**src/rtl/and_or_pkg.sv**
```systemverilog
// Shared types, default lane delays and the delay legality helper for the AND-OR timing model.
package and_or_pkg;

  localparam int unsigned DW = 8;

  typedef logic [DW-1:0] delay_t;

  localparam int unsigned L1_AND_R = 7;
  localparam int unsigned L1_AND_F = 5;
  localparam int unsigned L1_OR_R  = 12;
  localparam int unsigned L1_OR_F  = 12;
  localparam int unsigned L3_AND_R = 10;
  localparam int unsigned L3_AND_F = 8;
  localparam int unsigned L3_OR_R  = 10;
  localparam int unsigned L3_OR_F  = 10;

  // A delay must be non-zero and fit in a counter of width dw.
  function automatic bit legal_delay(input int unsigned d, input int unsigned dw);
    longint unsigned lim;
    lim = 64'd1 << dw;
    return (d != 0) && (64'(d) < lim);
  endfunction

endpackage

```
**src/rtl/inertial_delay_stage.sv**
```systemverilog
// Inertial delay: x must hold for RISE/FALL cycles before y follows; shorter pulses are absorbed.
module inertial_delay_stage
  import and_or_pkg::*;
#(
  parameter int unsigned DW   = 8,
  parameter int unsigned RISE = 1,
  parameter int unsigned FALL = 1
) (
  input  logic clk,
  input  logic rst_n,
  input  logic x,
  output logic y,
  output logic busy,
  output logic y_nxt_c,
  output logic busy_nxt_c
);

  logic [DW-1:0] cnt;
  logic [DW-1:0] cnt_nxt;

  if (!(legal_delay(RISE, DW) && legal_delay(FALL, DW))) begin : g_bad_delay
    $error("inertial_delay_stage: RISE/FALL must be in 1..2**DW-1");
  end

  // Next-state: load on a new target, cancel if x returns, commit when the count runs out.
  always_comb begin
    y_nxt_c    = y;
    busy_nxt_c = busy;
    cnt_nxt    = cnt;
    if (busy) begin
      if (x == y) begin
        busy_nxt_c = 1'b0;
        cnt_nxt    = '0;
      end else if (cnt <= DW'(1)) begin
        y_nxt_c    = x;
        busy_nxt_c = 1'b0;
        cnt_nxt    = '0;
      end else begin
        cnt_nxt = cnt - DW'(1);
      end
    end else if (x != y) begin
      busy_nxt_c = 1'b1;
      cnt_nxt    = x ? DW'(RISE) : DW'(FALL);
    end
  end

  always_ff @(posedge clk or negedge rst_n) begin
    if (!rst_n) begin
      y    <= 1'b0;
      busy <= 1'b0;
      cnt  <= '0;
    end else begin
      y    <= y_nxt_c;
      busy <= busy_nxt_c;
      cnt  <= cnt_nxt;
    end
  end

endmodule

```
**config.mk**
```make
export PLATFORM = sky130hd
export DESIGN_NAME = inertial_delay_stage
export DESIGN_NICKNAME = d
export VERILOG_FILES = /design/src/rtl/and_or_pkg.sv /design/src/rtl/inertial_delay_stage.sv
export SDC_FILE = /design/constraint.sdc
export NUM_CORES = 1
export LEC_CHECK = 0
export CAP_MARGIN = 30
export CORE_MARGIN = 1
export CORE_UTILIZATION = 40
export CTS_CLUSTER_DIAMETER = 30
export DETAILED_ROUTE_END_ITERATION = 7
export DONT_BUFFER_PORTS = 1
export HOLD_SLACK_MARGIN = 0.12
export PLACE_DENSITY = 0.52
export SYNTH_ARGS = -nofsm -noshare
export SYNTH_HDL_FRONTEND = slang
export SYNTH_SLANG_ARGS = --single-unit
export TNS_END_PERCENT = 100
```
**constraint.sdc**
```tcl
create_clock -name clk -period 2.1 [get_ports clk]
set_input_delay 0 -clock clk [delete_from_list [all_inputs] [get_ports clk]]
set_output_delay 0 -clock clk [all_outputs]
set_load 0.02 [all_outputs]
```
==> flow_summary.yaml <==
yosys:
  ys.warnings.count: 0
  yosysUniqueCellTypes: 29
  async_flop_share_pct: 100
  synth_seq_area_share_pct: 44.3
  synth_nets: 62
  ys_ff_latch: 10
  synth_edf_count: 0
  syn_area_um2: 564
  synthCells: 57
  synth-main-ff-cell: "dfrtp_1"
  syn_area_per_cell_um2: 9.90
route:
  vias: 463
  via_per_inst: 6.01
  wl_um: 1230
  drtIter0Drc: 18
  postRouteAntennaNets: 0
  first_pass_iters: 4
  drc: 0
  routedWlPerCell_um: 15.9
critical_path:
  r2r-start: "cnt[0]"
  cp_slowest_cell: "dfrtp_1"
  path_class: "flop to primary output"
  worstSetupStartpointType: "flop"
  endpoint_kind: "primary output"
  reg2reg_depth: 6
  crit_fanout: 6
  reg2reg_slack_ps: 250
  reg2reg_to: "cnt[4]"
  critPathMaxStageDelay_ps: 420
  cp_top_family: "simple AND/OR/NAND/NOR gates"
  crit_arrival_ps: 1960
  cp_cell_sequence: "inv_1 > ha_1 > nor2_1 > and3b_1 > nand2_1 > mux2_2"
  crit_required_ps: 2100
  crit_buf_inv: 1
clock_network:
  worstSkewPairLatency_ps: 260
  cts_tree: "done"
  cts-root-buf: "clkbuf_4"
  ctsHtreeMaxLevel: 1
  cts_sinks: 10
  postCtsSetupBuffers: 0
  cts_resized: 0
  cts.clk_slew.worst_paths_ps: 70
  ctsLongestPathBuffers: 2
  cts_made_buffers: 3
finish:
  final_area_um2: 626
  final_cells: 77
  n_antenna_cell: 0
  fill_cells: 141
  final_layout_size_suffix_gt1_share_pct: 16.1
  final_common_cell: "dfrtp_1"
  fin_nets: 69
  fin_util_pct: 48.1
  syn2layout_area_growth_pct: 10.9
  mostFrequentLayoutCells: "10 x dfrtp_1, 5 x nand2_1, 4 x a31oi_1"
power_and_ir_drop:
  p_total_mw: 1.11
  share_comb_of_total_power_pct: 53.6
  switching_share_pct: 49.2
  cellLeakagePower_nw: 0.271
  ir_worst_vdd_mv: 0.714
  seq_power_share_pct: 34.6
  p_per_area_mw_per_mm2: 1780
  internal_power_uw: 565
  p_sw_uw: 547
  clkPwrFrac_pct: 11.9
sta:
  rsz0062_at_grt: "false"
  fin_crit_ps: 1960
  slew_violations: 0
  fin_crit_sh_pct: 93.2
  hold_viol_final: 0
  finalSetupViolations: 0
  fmax_mhz: 511
  max-slew-margin-rel_pct: 59.8
  fin_worst_skew_ps: 1.22
  worstMarginPinSlew_ps: 597
  tns_ps: 0
  setup_slack_ps: 143
  holdWs_ps: 135
die:
  rows: 13
  die_y_um: 39.6
  design.die.area_mm2: 0.00156
  initial_utilization_pct: 43.4
  num_io_pins: 7
  die_x_um: 39.6
  core_mm2: 0.00130
placed_design:
  pre_cts_slack_ps: 285
  portBuffers: 0
  gp_congestion: 0.811
  dp_cells: 72
  dp_hpwl_um: 876
  postPlaceCellArea_um2: 583
global_route:
  grt_pass1_vias: 465
  antenna_found_initial: 0
  grtUsageTotal_pct: 21.1
  grt_pass1_wl_um: 2080
  grt_start_max_net_pins: 11
  overflow: 0
run_status:
  status: "finished clean"
worst_hold_path:
  hold_class: "input port to asynchronous set/reset pin"
flow_run:
  max-cap-violations: 0
[Yosys cell counts, drive strengths merged (2+ instances only)]
master | n | area (um2)
o32ai | 2 | 17.5
nand3 | 3 | 15.0
and2 | 2 | 15.0
nand2 | 6 | 25.0
o21ai | 2 | 10.0
a31oi | 4 | 25.0
dfrtp | 10 | 250
ha | 2 | 25.0
nor2 | 2 | 7.51
or3 | 2 | 12.5
nor2b | 2 | 12.5
inv | 3 | 11.3
nor3 | 3 | 20.0
[kinds of logic (layout without fill, tap and decap cells)]
group / count (synthesis) / count (layout) / synth area share (%)
XOR/XNOR: 1 / 1 / 2.88
adder cells (fa/ha/maj): 2 / 2 / 4.43
AND/OR/NAND/NOR: 27 / 27 / 28.6
buffers and inverters: 3 / 8 / 2.00
AO/OA/AOI/OAI: 13 / 13 / 15.7
flip-flops: 10 / 10 / 44.3
multiplexers: 1 / 1 / 2.00
[how the worst max path moves through the flow]
stage | cells after the start | slack, ps | startpoint | endpoint
floorplan | 6 | 460 | cnt[0] | cnt[4]
global placement | 6 | 360 | cnt[0] | y
detailed placement | 6 | 290 | cnt[0] | cnt[4]
CTS | 6 | 160 | cnt[0] | y_nxt_c
global route | 6 | 60 | cnt[0] | y_nxt_c
finish | 6 | 140 | cnt[0] | y_nxt_c
[metal layers]
layer  global-route usage, %  routed length [um]  share of wire [%]
met5                       0                   0                  0
met2                    32.8                 625                 51
met3                    5.11                  49                4.0
met1                    26.9                 551                 45
met4                    10.3                   0                  0
[registers in the layout, summed over array words and instances (netlist names)]
name  flops
y         1
cnt       8
busy      1
[area by class of cell]
class,instances,area (um2),share of cell area [%]
flip-flops and latches,10,250,40.0
well taps,15,18.8,3.00
multi-input cells,44,303,48.4
clock buffers,3,22.5,3.60
inverters,3,11.3,1.80
repair buffers,2,20.0,3.20
[timing repair]
item	in CTS	in global routing
endpoints found under the setup margin	0	0
hold buffers	2	0
endpoints found under the hold margin	15	0
[power groups by stage]
stage,clock [mW],combinational [mW],sequential [mW]
final,0.132,0.595,0.384
after global routing,0.145,0.652,0.401
after CTS,0.135,0.590,0.384
after detailed placement,0,0.580,0.387
after global placement,0,0.556,0.382
after floorplan,0,0.471,0.367
No activity file was read; power rests on OpenSTA's default activity.
